File: config.mk
export PLATFORM = sky130hd
export DESIGN_NAME = imem_boot_encoder
export DESIGN_NICKNAME = d
export VERILOG_FILES = /design/src/rtl/imem_boot_encoder.sv
export SDC_FILE = /design/constraint.sdc
export NUM_CORES = 1
export LEC_CHECK = 0
export BUFFER_PORTS_ARGS = -buffer_cell sky130_fd_sc_hd__buf_2
export CORE_UTILIZATION = 25
export DETAILED_ROUTE_END_ITERATION = 12
export PLACE_DENSITY_LB_ADDON = 0.3
export SLEW_MARGIN = 20
export SYNTH_ARGS = -nofsm -noshare
export SYNTH_HDL_FRONTEND = slang
export SYNTH_SLANG_ARGS = --single-unit
File: constraint.sdc
create_clock -name clk -period 1.6 [get_ports clk]
set_input_delay 0.32 -clock clk [delete_from_list [all_inputs] [get_ports clk]]
set_output_delay 0.32 -clock clk [all_outputs]
set_load 0.01 [all_outputs]
File: src/rtl/imem_boot_encoder.sv
// Boot-time program loader: encodes symbolic instruction commands into MIPS words
// and writes them to consecutive instruction-memory addresses while holding the CPU.
module imem_boot_encoder #(
  parameter int          ADDR_W    = 10,
  parameter int unsigned BASE_ADDR = 0
) (
  input  logic              clk,
  input  logic              reset,
  input  logic              start,
  input  logic              cmd_valid,
  output logic              cmd_ready,
  input  logic [4:0]        cmd_op,
  input  logic [4:0]        cmd_rs,
  input  logic [4:0]        cmd_rt,
  input  logic [4:0]        cmd_rd,
  input  logic [4:0]        cmd_shamt,
  input  logic [15:0]       cmd_imm,
  input  logic [25:0]       cmd_target,
  input  logic              cmd_last,
  output logic              imem_we,
  output logic [ADDR_W-1:0] imem_addr,
  output logic [31:0]       imem_wdata,
  output logic              cpu_hold,
  output logic              done,
  output logic              err_ill,
  output logic              err_ovf
);

  localparam logic [ADDR_W-1:0] BASE     = ADDR_W'(BASE_ADDR);
  localparam logic [ADDR_W-1:0] ADDR_MAX = '1;

  typedef enum logic [1:0] {ST_IDLE, ST_LOAD, ST_DONE, ST_OVF} state_t;

  state_t              state_q, state_d;
  logic [ADDR_W-1:0]   addr_q, addr_d;
  logic                full_q, full_d;
  logic                imem_we_q, imem_we_d;
  logic [ADDR_W-1:0]   imem_addr_q, imem_addr_d;
  logic [31:0]         imem_wdata_q, imem_wdata_d;
  logic                cpu_hold_q, cpu_hold_d;
  logic                done_q, done_d;
  logic                err_ill_q, err_ill_d;
  logic                err_ovf_q, err_ovf_d;
  logic [31:0]         enc_word;
  logic                enc_legal;

  function automatic logic [31:0] r_word(input logic [4:0] rs, input logic [4:0] rt,
                                         input logic [4:0] rd, input logic [4:0] shamt,
                                         input logic [5:0] funct);
    return {6'b000000, rs, rt, rd, shamt, funct};
  endfunction

  function automatic logic [31:0] i_word(input logic [5:0] op, input logic [4:0] rs,
                                         input logic [4:0] rt, input logic [15:0] imm);
    return {op, rs, rt, imm};
  endfunction

  // Fields a given instruction does not use are zeroed so the image is canonical.
  always_comb begin
    enc_word  = 32'd0;
    enc_legal = 1'b1;
    case (cmd_op)
      5'd0:    enc_word = r_word(5'd0, cmd_rt, cmd_rd, cmd_shamt, 6'b000000);
      5'd1:    enc_word = r_word(5'd0, cmd_rt, cmd_rd, cmd_shamt, 6'b000010);
      5'd2:    enc_word = r_word(5'd0, cmd_rt, cmd_rd, cmd_shamt, 6'b000011);
      5'd3:    enc_word = r_word(cmd_rs, cmd_rt, cmd_rd, 5'd0, 6'b100000);
      5'd4:    enc_word = r_word(cmd_rs, cmd_rt, cmd_rd, 5'd0, 6'b100010);
      5'd5:    enc_word = r_word(cmd_rs, cmd_rt, cmd_rd, 5'd0, 6'b100100);
      5'd6:    enc_word = r_word(cmd_rs, cmd_rt, cmd_rd, 5'd0, 6'b100101);
      5'd7:    enc_word = r_word(cmd_rs, cmd_rt, cmd_rd, 5'd0, 6'b100110);
      5'd8:    enc_word = r_word(cmd_rs, cmd_rt, cmd_rd, 5'd0, 6'b100111);
      5'd9:    enc_word = r_word(cmd_rs, cmd_rt, cmd_rd, 5'd0, 6'b101010);
      5'd10:   enc_word = r_word(cmd_rs, 5'd0, 5'd0, 5'd0, 6'b001000);
      5'd11:   enc_word = {6'b000010, cmd_target};
      5'd12:   enc_word = {6'b000011, cmd_target};
      5'd13:   enc_word = i_word(6'b000100, cmd_rs, cmd_rt, cmd_imm);
      5'd14:   enc_word = i_word(6'b000101, cmd_rs, cmd_rt, cmd_imm);
      5'd15:   enc_word = i_word(6'b001000, cmd_rs, cmd_rt, cmd_imm);
      5'd16:   enc_word = i_word(6'b001100, cmd_rs, cmd_rt, cmd_imm);
      5'd17:   enc_word = i_word(6'b001101, cmd_rs, cmd_rt, cmd_imm);
      5'd18:   enc_word = i_word(6'b001110, cmd_rs, cmd_rt, cmd_imm);
      5'd19:   enc_word = i_word(6'b100011, cmd_rs, cmd_rt, cmd_imm);
      5'd20:   enc_word = i_word(6'b101011, cmd_rs, cmd_rt, cmd_imm);
      default: enc_legal = 1'b0;
    endcase
  end

  always_comb begin
    state_d      = state_q;
    addr_d       = addr_q;
    full_d       = full_q;
    imem_we_d    = 1'b0;
    imem_addr_d  = imem_addr_q;
    imem_wdata_d = imem_wdata_q;
    err_ill_d    = err_ill_q;
    err_ovf_d    = err_ovf_q;
    case (state_q)
      ST_LOAD: begin
        if (cmd_valid) begin
          // full_q means the top address already holds a word; anything more cannot fit.
          if (full_q) begin
            state_d   = ST_OVF;
            err_ovf_d = 1'b1;
          end else if (!enc_legal) begin
            err_ill_d = 1'b1;
            if (cmd_last) state_d = ST_DONE;
          end else begin
            imem_we_d    = 1'b1;
            imem_addr_d  = addr_q;
            imem_wdata_d = enc_word;
            addr_d       = addr_q + 1'b1;
            if (addr_q == ADDR_MAX) full_d = 1'b1;
            if (cmd_last) state_d = ST_DONE;
          end
        end
      end
      default: begin
        if (start) begin
          state_d   = ST_LOAD;
          addr_d    = BASE;
          full_d    = 1'b0;
          err_ill_d = 1'b0;
          err_ovf_d = 1'b0;
        end
      end
    endcase
    done_d     = (state_d == ST_DONE);
    cpu_hold_d = (state_d != ST_DONE);
  end

  always_ff @(posedge clk) begin
    if (reset) begin
      state_q      <= ST_IDLE;
      addr_q       <= BASE;
      full_q       <= 1'b0;
      imem_we_q    <= 1'b0;
      imem_addr_q  <= BASE;
      imem_wdata_q <= 32'd0;
      cpu_hold_q   <= 1'b1;
      done_q       <= 1'b0;
      err_ill_q    <= 1'b0;
      err_ovf_q    <= 1'b0;
    end else begin
      state_q      <= state_d;
      addr_q       <= addr_d;
      full_q       <= full_d;
      imem_we_q    <= imem_we_d;
      imem_addr_q  <= imem_addr_d;
      imem_wdata_q <= imem_wdata_d;
      cpu_hold_q   <= cpu_hold_d;
      done_q       <= done_d;
      err_ill_q    <= err_ill_d;
      err_ovf_q    <= err_ovf_d;
    end
  end

  assign cmd_ready  = (state_q == ST_LOAD);
  assign imem_we    = imem_we_q;
  assign imem_addr  = imem_addr_q;
  assign imem_wdata = imem_wdata_q;
  assign cpu_hold   = cpu_hold_q;
  assign done       = done_q;
  assign err_ill    = err_ill_q;
  assign err_ovf    = err_ovf_q;

endmodule

== Word-level counts from Yosys, hierarchy flattened ==
Index checks and enable logic that the tools add are counted.

* Register bits after elaboration: 60
* Input bits: 72
* Output and inout port bits: 48
* Logic and storage cells: 78

* $add $sub $neg: 1
* Eq/ne operators: 29
* Mux-type cells: 26
* Bitwise logic cells: 3
* Reductions and logical operators: 9

{| class="wikitable"
|+ Operators with widths
! operator !! number
|-
| $pmux W32 S21 || 1
|-
| $mux W10 || 5
|-
| $eq A5 B4 Y1 const B || 8
|-
| $eq A5 B5 Y1 const B || 5
|-
| $reduce_or A21 Y1 || 1
|-
| $eq A5 B3 Y1 const B || 4
|-
| $mux W1 || 15
|-
| $reduce_and A4 Y1 || 3
|-
| $add A10 B1 Y10 const B || 1
|-
| $eq A10 B10 Y1 const B || 1
|-
| $eq A5 B2 Y1 const B || 2
|-
| $mux W2 || 5
|-
| $ne A2 B2 Y1 const B || 4
|-
| $eq A5 B1 Y1 const B || 1
|-
| $logic_not A5 Y1 || 1
|-
| $ne A2 B1 Y1 const B || 2
|-
| $reduce_or A4 Y1 || 1
|-
| $not A1 Y1 || 3
|-
| $reduce_and A3 Y1 || 1
|-
| $eq A2 B1 Y1 const B || 1
|-
| $eq A2 B2 Y1 const B || 1
|-
| $reduce_and A2 Y1 || 1
|-
| $reduce_bool A2 Y1 || 1
|}

== Depth between registers and ports, before layout ==
Gate-level depths: netlist (run 1).

* Depth in word-level cells: 7
* Gate-level depth with buffers: 7
* Gate-level depth less buffers: 5

== Worst setup path after synthesis (run 1) ==
No wires, ideal clock.

* Kind: input to register
* Start point: in cmd_op[0]
* End point: reg full_q
* Setup time: 0.070 ns
* Arrival time: 1.613 ns
* Data required time: 1.530 ns
* Setup slack: -0.084 ns
* Stages on the path: 6
* Path buffers: 2
* Path through: buf_6 > o21a_4 > o21a_4 > buf_6 > or4_1 > a21oi_1

* Cells in the longest elaborated chain, start to end: 7
* Elaborated cells between the ends (all ways): 27
* Classes of those cells: eq/ne (20); mux (5); reduce/logical (2)

{| class="wikitable"
|+ Ends and longest elaborated chain
! item !! RTL line !! text
|-
| start, declared || 12 || <nowiki>input logic [4:0] cmd_op,</nowiki>
|-
| $eq A5 B5 Y1 (tied with other cells) || 62 || <nowiki>case (cmd_op)</nowiki>
|-
| $reduce_or A21 Y1 (no line) * || - ||
|-
| $mux W1 * || 62 ||
|-
| $mux W1 * || 104 || <nowiki>end else if (!enc_legal) begin</nowiki>
|-
| $mux W1 * || 101 || <nowiki>if (full_q) begin</nowiki>
|-
| $mux W1 * || 99 || <nowiki>if (cmd_valid) begin</nowiki>
|-
| $mux W1 * || 97 || <nowiki>case (state_q)</nowiki>
|-
| end signal, assigned || 146 || <nowiki>full_q <= full_d;</nowiki>
|-
| end, declared || 36 || <nowiki>logic full_q, full_d;</nowiki>
|}

Every way passes the cells marked *; elsewhere a longest branch is shown, timed or not. The select of a mux whose other input is x is not followed.
A chain may end at the register's enable or synchronous reset.

== Final worst setup path (run 1) ==
* Start point: reg addr_q[1]
* End point: reg full_q

* Cells in the longest elaborated chain, start to end: 6

{| class="wikitable"
|+ Ends and longest elaborated chain
! item !! RTL line !! text
|-
| start, declared || 35 || <nowiki>logic [ADDR_W-1:0] addr_q, addr_d;</nowiki>
|-
| start signal, assigned || 145 || <nowiki>addr_q <= addr_d;</nowiki>
|-
| $eq A10 B10 Y1 || 112 || <nowiki>if (addr_q == ADDR_MAX) full_d = 1'b1;</nowiki>
|-
| $mux W1 || 112 ||
|-
| $mux W1 || 104 ||
|-
| $mux W1 || 101 ||
|-
| $mux W1 || 99 ||
|-
| $mux W1 || 97 ||
|}

Every way passes these cells. The select of a mux whose other input is x is not followed.

==> results of run 1 <==
[final timing paths]
check / from / to / slack, ns / depth (start not counted)
worst max-delay path: addr_q[1]$_SDFFE_PP0P_ / full_q$_SDFFE_PP0P_ / 0.03 / 5
worst max register to register: addr_q[1]$_SDFFE_PP0P_ / full_q$_SDFFE_PP0P_ / 0.03 / 5
worst min register to register: addr_q[8]$_SDFFE_PP0P_ / addr_q[8]$_SDFFE_PP0P_ / 0.47 / 2
worst min-delay path: cmd_imm[5] / imem_wdata[5]$_SDFFE_PP0P_ / 0.26 / 3
[layer usage]
layer	vias up	routed length [microns]
met1	1609	4470
li1	1697	-
met2	140	4910
met3	5	753
met5	-	0
met4	0	72
[flip-flops by register name (all words and copies together), names as in the netlist]
signal      cells
imem_addr      10
cpu_hold        1
imem_wdata     31
state_q         2
addr_q         10
err_ovf         1
full_q          1
err_ill         1
done            1
imem_we         1
[timing repair]
action	4_1_cts	5_1_grt
pin swaps	1	2
setup endpoints to repair	3	17
gates resized for setup	5	9
setup buffers	1	2
[area by class of cell]
class | count | area, sq um
fill | 1240 | 7460
multi-input combinational | 264 | 1730
sequential | 59 | 1190
timing repair buffer | 168 | 1050
clock buffer | 10 | 239
tap | 147 | 184
clock inverter | 5 | 77.6
inverter | 8 | 32.5
[cell usage after synthesis, types with 2 or more instances]
cell type,number
a32oi_1,2
buf_2,10
a21o_1,4
nand2b_1,10
and4_1,3
and4b_1,2
and3_1,2
nand3b_1,4
nand3_1,14
nand4_1,8
nor2_1,9
a21oi_1,54
buf_1,2
nand2_1,26
a311oi_1,16
a31oi_1,3
a222oi_1,10
nor3_1,4
o21ai_0,23
nor3b_1,2
o31ai_1,3
or4_1,2
o21a_4,2
inv_1,7
o211ai_1,3
o22ai_1,2
dfxtp_1,59
clkbuf_1,20
o21a_1,2
nor2b_1,2
buf_6,2
o32ai_1,4
or3_1,2
a211oi_1,18
[worst register-to-register path, stage by stage (launching register included)]
cell and delay (ns):
dfxtp_2 0.35, ha_4 0.15, nand3_2 0.08, or2_4 0.26, or4_1 0.53, a21oi_2 0.13
[cell families after synthesis]
family                   after synthesis
XOR/XNOR                               1
AO/OA/AOI/OAI                        159
flip-flops                            59
adder cells (fa/ha/maj)                2
other                                  1
buffers and inverters                 43
multiplexers                           2
AND/OR/NAND/NOR                       99
[per-stage QoR]
step	power (mW)	util	setup WS (ns)	std cells
after CTS	4.33	0.372	0.00982	659
final	4.29	0.376	0.0345	661
after floorplan	1.93	-	0.0243	366
after detailed placement	2.26	0.344	-0.165	643
after global placement	2.25	0.344	-0.114	643
after global routing	4.47	0.376	-0.0275	661
[power by group through the flow]
stage | Combinational [mW] | Clock (mW) | Sequential, mW
finish | 0.692 | 2.05 | 1.55
global placement | 0.673 | 0 | 1.57
floorplan | 0.332 | 0 | 1.59
global route | 0.762 | 2.16 | 1.55
detailed placement | 0.681 | 0 | 1.57
CTS | 0.687 | 2.10 | 1.55
==> flow_metrics.tcl, run 1 <==
set metrics [dict create \
    finish.net_count 583 \
    rsz0062_at_grt "true" \
    grtUsageTotal 0.164 \
    timing.critical_path.buf_inv 0 \
    routed-via-count 3451 \
    postLayoutCellArea_sq_um 4500 \
    synthesis.instances 366 \
    cell_family_with_the_largest_share_of_critical_path_delay "simple AND/OR/NAND/NOR gates" \
    cts.hold.buffers_added 0 \
    grt_antenna_before_repair 0 \
    cts_tree "built" \
    synth_seq_cells 59 \
    crit_path_time_final_ns 1.57 \
    n_antenna_cell 0 \
    core_area_sq_um 12000 \
    full_die_area_sq_um 12700 \
    die_width_microns 113 \
    number_of_global_route_vias_before_repair 3297 \
    post_synth_instance_area_sq_um 3060 \
    wl_per_cell_microns 15.4 \
    power_per_cell_area_nw_per_um2 953 \
    placement_rows 40 \
    die_h_microns 113 \
    holdCritPathClass "in -> reg" \
    total_leakage_power_nw 1.85 \
    maxClockFrequency_ghz 0.639 \
    ys_async_sr_fraction 0 \
    share_of_final_layout_standard_cells_stronger_than_drive_strength_1 0.393 \
    fin_crit_sh 0.978 \
    grtUsageMet1 0.200 \
    post-synth-top-area-cell "dfxtp_1" \
    worst_path_max_delay_cell "or4_1" \
    fin_worst_skew_ns 0.0116 \
    worst-path-max-fanout 4 \
    htree_num_levels 3 \
    vdd_ir_drop_max_mv 0.418 \
    share_of_cell_area_taken_by_muxes_after_synthesis 0.00695 \
    hold_slack_ns 0.257 \
    kind_of_critical_path "reg -> reg" \
    synth_fp_nets 439 \
    power.switching_mw 1.06 \
    seq_power_share 0.361 \
    max-cap-violations 0 \
    cts.clk_slew.worst_paths_ns 0.06 \
    synth_compound_gate_area_share 0.352 \
    synth_top_area_frac 0.386 \
    synth-adder-area-share 0.00736 \
    grt_pass1_wl_mm 16.4 \
    antenna_violating_nets_post_route 0 \
    io_pins 120 \
    clock-root-buffer "clkbuf_16" \
    cts-buffers-inserted 9 \
    run_status "finished clean" \
    syn_to_final_growth_pct 47.1 \
    initial_utilization 0.256 \
    totalNegativeSetupSlack_ns 0 \
    use_met2 0.279 \
    globalplace.congestion 0.794 \
    number_of_enable_flip_flop_cells_after_synthesis 0 \
    power.clock.fraction 0.478 \
    detailedRoute.firstPassIterationCount 6 \
    detailedRoute.firstIterationViolations 180 \
    yosys.cell_types.count 64 \
    startpoint_type "flip-flop" \
    finalWirelength_mm 10.2 \
    ys.flop_type "dfxtp_1" \
    setup-violations-final 0 \
    ys_warn_count 0 \
    io_buffers 118 \
    clk-insertion-delay-late_ns 0.33 \
    yosysSeqAreaShare 0.386 \
    max_stage_delay_ns 0.53 \
    placement.cell_area_sq_um 4120 \
    endpoint_kind "flip-flop" \
    grt_overflow 0 \
    internal_power_mw 3.23 \
    final_common_cell "buf_2" \
    cts_num_sinks 59 \
    timing.final.hold_violations 0 \
    drc_errors 0 \
    share_comb_of_total_power 0.161 \
    grt_util_met3 0.0475 \
    cp.arrival_ns 1.82 \
    required_ns 1.85 \
    grt_max_degree 30 \
    top_usage_layer "met2" \
    path_cells "ha_4, nand3_2, or2_4, or4_1, a21oi_2" \
    synth_top_cells_by_area "dfxtp_1 (39%), a21oi_1 (8.8%), a311oi_1 (4.6%)" \
    synthXorXnorAreaFrac 0.00286 \
    p_sw_frac 0.247 \
    layout.cells.most_common_list "buf_2 (118), dfxtp_1 (55), a21oi_1 (53), buf_4 (42), nand2_1 (26)" \
    synth_area_per_inst_sq_um 8.36 \
    routed_via_density 5.22 \
    buffer_levels_on_the_longest_clock_path 2 \
    largest_family_of_logic_cells_by_synthesized_area "compound AO/OA/AOI/OAI gates" \
    final_max_slew_viol_count 0 \
    synthSimpleGateAreaFrac 0.181 \
    place.detailed.hpwl_mm 7.25 \
]
(Power assumes the default switching activity.)
==> run 2: changes to the inputs <==
--- a/config.mk
+++ b/config.mk
@@ -6,6 +6,8 @@
 export NUM_CORES = 1
 export LEC_CHECK = 0
 export BUFFER_PORTS_ARGS = -buffer_cell sky130_fd_sc_hd__buf_2
+export CELL_PAD_IN_SITES_DETAIL_PLACEMENT = 0
+export CELL_PAD_IN_SITES_GLOBAL_PLACEMENT = 1
 export CORE_UTILIZATION = 25
 export DETAILED_ROUTE_END_ITERATION = 12
 export PLACE_DENSITY_LB_ADDON = 0.3
==> run 2 against run 1 <==
  * Worst setup slack improved by 0.016 ns
  * Worst hold slack hardly changed
  * Total power is 0.51% higher
  * Fmax is 1.1% higher
  * Non-clock buffer count is 1 lower
  * Global-route usage grew 0.54 points
  * Clock skew is 0.0065 ns lower
  * Critical path type unchanged
==> flow_metrics.tcl, run 2 (same netlist as run 1, synthesis figures left out) <==
set metrics [dict create \
    htree_num_levels 3 \
    vdd_ir_drop_max_mv 0.453 \
    cts.hold.buffers_added 0 \
    detailedRoute.firstPassIterationCount 5 \
    seq_power_share 0.359 \
    worstReg2RegStart "addr_q[0]$_SDFFE_PP0P_" \
    worst_path_max_delay_cell "or4_1" \
    finalNonFillerCells 660 \
    initial_utilization 0.256 \
    holdCritPathClass "in -> reg" \
    r2r-end "addr_q[8]$_SDFFE_PP0P_" \
    place.detailed.hpwl_mm 7.60 \
    path_cells "ha_4, nand3_2, or2_4, or4_1, a21oi_1" \
    die_h_microns 113 \
    timing.critical_path.buf_inv 0 \
    final_common_cell "buf_2" \
    hold_path.startpoint "cmd_imm[3]" \
    top_usage_layer "met2" \
    fin_worst_skew_ns 0.00515 \
    antenna_violating_nets_post_route 0 \
    routed_via_density 5.24 \
    io_buffers 118 \
    grt_antenna_before_repair 0 \
    post-cts-setup-buffer-count 0 \
    cts-buffers-inserted 9 \
    cts_num_sinks 59 \
    buffer_levels_on_the_longest_clock_path 2 \
    io_pins 120 \
    clk-insertion-delay-late_ns 0.32 \
    fillCellCount 1268 \
    detailedRoute.firstIterationViolations 261 \
    share_of_final_layout_standard_cells_stronger_than_drive_strength_1 0.392 \
    core_area_sq_um 12000 \
    run_status "finished clean" \
    total_leakage_power_nw 1.85 \
    power.switching_mw 1.08 \
    worst-path-max-fanout 3 \
    grt_util_met3 0.0432 \
    grt_pass1_wl_mm 17.0 \
    grtUsageMet1 0.213 \
    power_per_cell_area_nw_per_um2 957 \
    endpoint_kind "flip-flop" \
    die_width_microns 113 \
    detailedPlace.worstSlack_ns -0.132 \
    clock-root-buffer "clkbuf_16" \
    internal_power_mw 3.23 \
    timing.final.hold_violations 0 \
    p_sw_frac 0.250 \
    rsz0062_at_grt "false" \
    kind_of_critical_path "reg -> reg" \
    number_of_global_route_vias_before_repair 3337 \
    routed-via-count 3458 \
    final_worst_path_setup_slack_ns 0.0509 \
    hold_slack_ns 0.257 \
    max_stage_delay_ns 0.51 \
    number_of_flip_flops_under_the_largest_register_name 31 \
    cp.arrival_ns 1.80 \
    cell_family_with_the_largest_share_of_critical_path_delay "simple AND/OR/NAND/NOR gates" \
    grt_overflow 0 \
    share_comb_of_total_power 0.162 \
    n_antenna_cell 0 \
    finalWirelength_mm 10.6 \
    max-cap-violations 0 \
    full_die_area_sq_um 12700 \
    drc_errors 0 \
    required_ns 1.85 \
    placedCellCount 645 \
    startpoint_type "flip-flop" \
    grt_max_degree 31 \
    timing.reg2reg.worst_path_depth 5 \
    final_max_slew_viol_count 0 \
    layout.cells.most_common_list "buf_2 (118), dfxtp_1 (56), a21oi_1 (53), buf_4 (41), nand2_1 (26)" \
    finish.net_count 582 \
    grtUsageTotal 0.169 \
    syn_to_final_growth_pct 47.1 \
    fin_crit_sh 0.968 \
    globalplace.congestion 0.822 \
    cts_tree "built" \
    use_met2 0.279 \
    setup-violations-final 0 \
    timing.reg2reg.setup_slack_ns 0.05 \
    wl_per_cell_microns 16.0 \
    crit_path_time_final_ns 1.55 \
    min_path_cells 3 \
    cts.clk_slew.worst_paths_ns 0.05 \
    maxClockFrequency_ghz 0.646 \
    placement_rows 40 \
    timing.hold.worst_endpoint "imem_wdata[3]$_SDFFE_PP0P_" \
    power.clock.fraction 0.479 \
]
run 2: power groups by stage:
stage | registers, mW | clock network (mW) | logic [mW]
after floorplan | 1.59 | 0 | 0.332
after global placement | 1.58 | 0 | 0.688
after global routing | 1.55 | 2.19 | 0.762
final | 1.55 | 2.07 | 0.697
after detailed placement | 1.58 | 0 | 0.691
after CTS | 1.55 | 2.12 | 0.695
run 2: timing repair:
action,4_1_cts,5_1_grt
endpoints found under the setup margin,2,26
resized for setup,4,7
pin swaps,2,2
run 2: how the worst max path moves through the flow:
stage / startpoint / to / cells after the start
floorplan: addr_q[1]$_SDFFE_PP0P_ / addr_q[8]$_SDFFE_PP0P_ / 5
global placement: cmd_op[3] / imem_wdata[8]$_SDFFE_PP0P_ / 6
detailed placement: cmd_op[3] / imem_wdata[7]$_SDFFE_PP0P_ / 6
CTS: full_q$_SDFFE_PP0P_ / imem_wdata[17]$_SDFFE_PP0P_ / 4
global route: addr_q[0]$_SDFFE_PP0P_ / full_q$_SDFFE_PP0P_ / 5
finish: addr_q[0]$_SDFFE_PP0P_ / addr_q[8]$_SDFFE_PP0P_ / 5
run 2: area by class of cell:
| type | count | area (sq um) | share of cell area |
|---|---|---|---|
| clock buffer | 10 | 239 | 0.0531 |
| timing repair buffer | 167 | 1050 | 0.234 |
| tap | 147 | 184 | 0.0409 |
| sequential | 59 | 1180 | 0.263 |
| clock inverter | 5 | 77.6 | 0.0172 |
| multi-input combinational | 264 | 1730 | 0.384 |
| inverter | 8 | 31.3 | 0.00695 |
run 2: through the flow:
step           setup TNS (ns)   util  instance area [sq um]  power, mW
2_1_floorplan               0      -                   3070       1.93
4_1_cts                     0  0.374                   4480       4.36
3_3_place_gp            -1.96  0.346                   4140       2.26
5_1_grt                     0  0.376                   4500       4.50
6_report                    0  0.376                   4500       4.31
3_5_place_dp            -2.66  0.346                   4140       2.27
run 2: worst register-to-register path, delay by kind of cell (launching register included):
family	cells	cell delay [ns]
AO/OA/AOI/OAI	1	0.14
adder cells (fa/ha/maj)	1	0.14
flip-flops	1	0.35
AND/OR/NAND/NOR	3	0.86
run 2: routing by layer:
layer  routed length (microns)  share of wire  vias up
li1                          -              -     1713
met1                      4730           0.45     1610
met2                      5060           0.48      129
met3                       665          0.063        6
met4                       107          0.010        0
met5                         0              0        -
==> run 3: changes to the inputs <==
==> constraint.sdc (replaced) <==
create_clock -name clk -period 1.6 [get_ports clk]
set_input_delay 0.32 -clock clk [delete_from_list [all_inputs] [get_ports clk]]
set_output_delay 0.32 -clock clk [all_outputs]
set_load 0.1 [all_outputs]
==> run 3 against run 2 <==
  * Worst hold slack lost 0.00074 ns
  * Worst setup slack gained 0.0042 ns
  * Routed wire length shrank 1.0%
  * Total power grew 6.9%
  * Via count shrank 1.4%
==> flow_metrics.tcl, run 3 (same netlist as run 1, synthesis figures left out) <==
set metrics [dict create \
    run_status "finished clean" \
    p_sw_frac 0.296 \
    timing.critical_path.buf_inv 0 \
    grtUsageTotal 0.171 \
    maxClockFrequency_ghz 0.647 \
    endpoint_kind "flip-flop" \
    cts_tree "built" \
    holdCritPathClass "in -> reg" \
    number_of_global_route_vias_before_repair 3383 \
    setup-violations-final 0 \
    die_h_microns 113 \
    clock-root-buffer "clkbuf_16" \
    min_path_cells 3 \
    n_antenna_cell 0 \
    cts_num_sinks 59 \
    finalNonFillerCells 661 \
    worst-path-max-fanout 3 \
    max_stage_delay_ns 0.52 \
    place.detailed.hpwl_mm 7.51 \
    worst_path_max_delay_cell "or4_1" \
    routed-via-count 3408 \
    timing.final.hold_violations 0 \
    initial_utilization 0.256 \
    finalWirelength_mm 10.5 \
    path_cells "ha_4, nand3_2, or2_4, or4_1, a21oi_2" \
    layout.cells.most_common_list "buf_2 (117), dfxtp_1 (55), a21oi_1 (52), buf_4 (43), nand2_1 (26)" \
    cts.hold.buffers_added 0 \
    full_die_area_sq_um 12700 \
    number_of_flip_flops_under_the_largest_register_name 31 \
    cts-buffers-inserted 9 \
    clk-insertion-delay-late_ns 0.32 \
    power_per_cell_area_nw_per_um2 1020 \
    seq_power_share 0.336 \
    worstReg2RegStart "addr_q[0]$_SDFFE_PP0P_" \
    finalPower_mw 4.61 \
    cell_family_with_the_largest_share_of_critical_path_delay "simple AND/OR/NAND/NOR gates" \
    die_width_microns 113 \
    syn_to_final_growth_pct 47.7 \
    vdd_ir_drop_max_mv 0.579 \
    cp.arrival_ns 1.80 \
    core_area_sq_um 12000 \
    required_ns 1.85 \
    fin_crit_sh 0.966 \
    cts.clk_slew.worst_paths_ns 0.05 \
    timing.reg2reg.setup_slack_ns 0.06 \
    grt_antenna_before_repair 0 \
    placedCellCount 644 \
    share_comb_of_total_power 0.219 \
    kind_of_critical_path "reg -> reg" \
    final_max_slew_viol_count 0 \
    max-cap-violations 0 \
    detailedRoute.firstIterationViolations 273 \
    drc_errors 0 \
    io_buffers 118 \
    htree_num_levels 3 \
    finish.net_count 583 \
    crit_path_time_final_ns 1.54 \
    grt_pass1_wl_mm 17.1 \
    total_leakage_power_nw 1.85 \
    final_common_cell "buf_2" \
    grt_max_degree 31 \
    power.switching_mw 1.36 \
    internal_power_mw 3.24 \
    r2r-end "full_q$_SDFFE_PP0P_" \
    buffer_levels_on_the_longest_clock_path 2 \
    io_pins 120 \
    power.clock.fraction 0.444 \
    antenna_violating_nets_post_route 0 \
    detailedRoute.firstPassIterationCount 5 \
    share_of_final_layout_standard_cells_stronger_than_drive_strength_1 0.393 \
    fin_worst_skew_ns 0.00964 \
    wl_per_cell_microns 15.8 \
    globalplace.congestion 0.788 \
    timing.hold.worst_endpoint "imem_wdata[3]$_SDFFE_PP0P_" \
    grt_overflow 0 \
    routed_via_density 5.16 \
    timing.reg2reg.worst_path_depth 5 \
    placement_rows 40 \
    hold_path.startpoint "cmd_imm[3]" \
    rsz0062_at_grt "true" \
    startpoint_type "flip-flop" \
]
run 3: cell type report:
type,count,area [sq um]
well taps,147,184
inverters,8,35.0
clock inverters,2,60.1
multi-input cells,264,1740
clock buffers,13,250
repair buffers,168,1060
fillers,1227,7440
flip-flops and latches,59,1190
run 3: per-stage QoR:
| stage | setup WS, ns | TNS [ns] | hold slack, ns | util | cell area [sq um] |
|---|---|---|---|---|---|
| 2_1_floorplan | 0.0161 | 0 | 0.436 | - | 3070 |
| 3_3_place_gp | -0.115 | -2.32 | 0.464 | 0.346 | 4140 |
| 3_5_place_dp | -0.148 | -3.14 | 0.467 | 0.346 | 4140 |
| 4_1_cts | 0.00298 | 0 | 0.242 | 0.374 | 4470 |
| 5_1_grt | -0.0100 | -0.0117 | 0.262 | 0.378 | 4520 |
| 6_report | 0.0551 | 0 | 0.256 | 0.378 | 4520 |
run 3: how the worst max path moves through the flow:
stage                           start                          to  slack (ns)  cells after the start
3_3_place_gp                cmd_op[3]  imem_wdata[9]$_SDFFE_PP0P_       -0.12                      6
6_report       addr_q[0]$_SDFFE_PP0P_         full_q$_SDFFE_PP0P_        0.06                      5
2_1_floorplan   state_q[1]$_SDFF_PP0_      addr_q[8]$_SDFFE_PP0P_        0.02                      5
4_1_cts        addr_q[0]$_SDFFE_PP0P_         full_q$_SDFFE_PP0P_       0.003                      5
5_1_grt        addr_q[0]$_SDFFE_PP0P_      addr_q[8]$_SDFFE_PP0P_       -0.01                      5
3_5_place_dp                cmd_op[3]  imem_wdata[6]$_SDFFE_PP0P_       -0.15                      6
run 3: power by group through the flow:
| stage | registers (mW) | clock network, mW | logic, mW |
|---|---|---|---|
| global placement | 1.58 | 0 | 1.00 |
| floorplan | 1.88 | 0 | 0.358 |
| detailed placement | 1.58 | 0 | 1.00 |
| finish | 1.55 | 2.05 | 1.01 |
| CTS | 1.55 | 2.11 | 1.01 |
| global route | 1.55 | 2.18 | 1.08 |
run 3: tightest hold or removal path: stages:
cell and delay [ns]:
buf_2 0.10, nand2_1 0.04, a311oi_1 0.07
run 3: timing repair:
item                                    in CTS  in global routing
pin swaps                                    1                  2
buffers inserted                             0                  2
resized for setup                            7                  6
hold endpoints to repair                     0                  0
endpoints found under the setup margin       3                  4
run 3: routing by layer:
metal	track usage	part of all wire	up-vias
met5	0	0	-
met4	0.0436	0.0083	0
met3	0.0437	0.062	8
met2	0.298	0.49	114
met1	0.210	0.44	1585
li1	-	-	1701
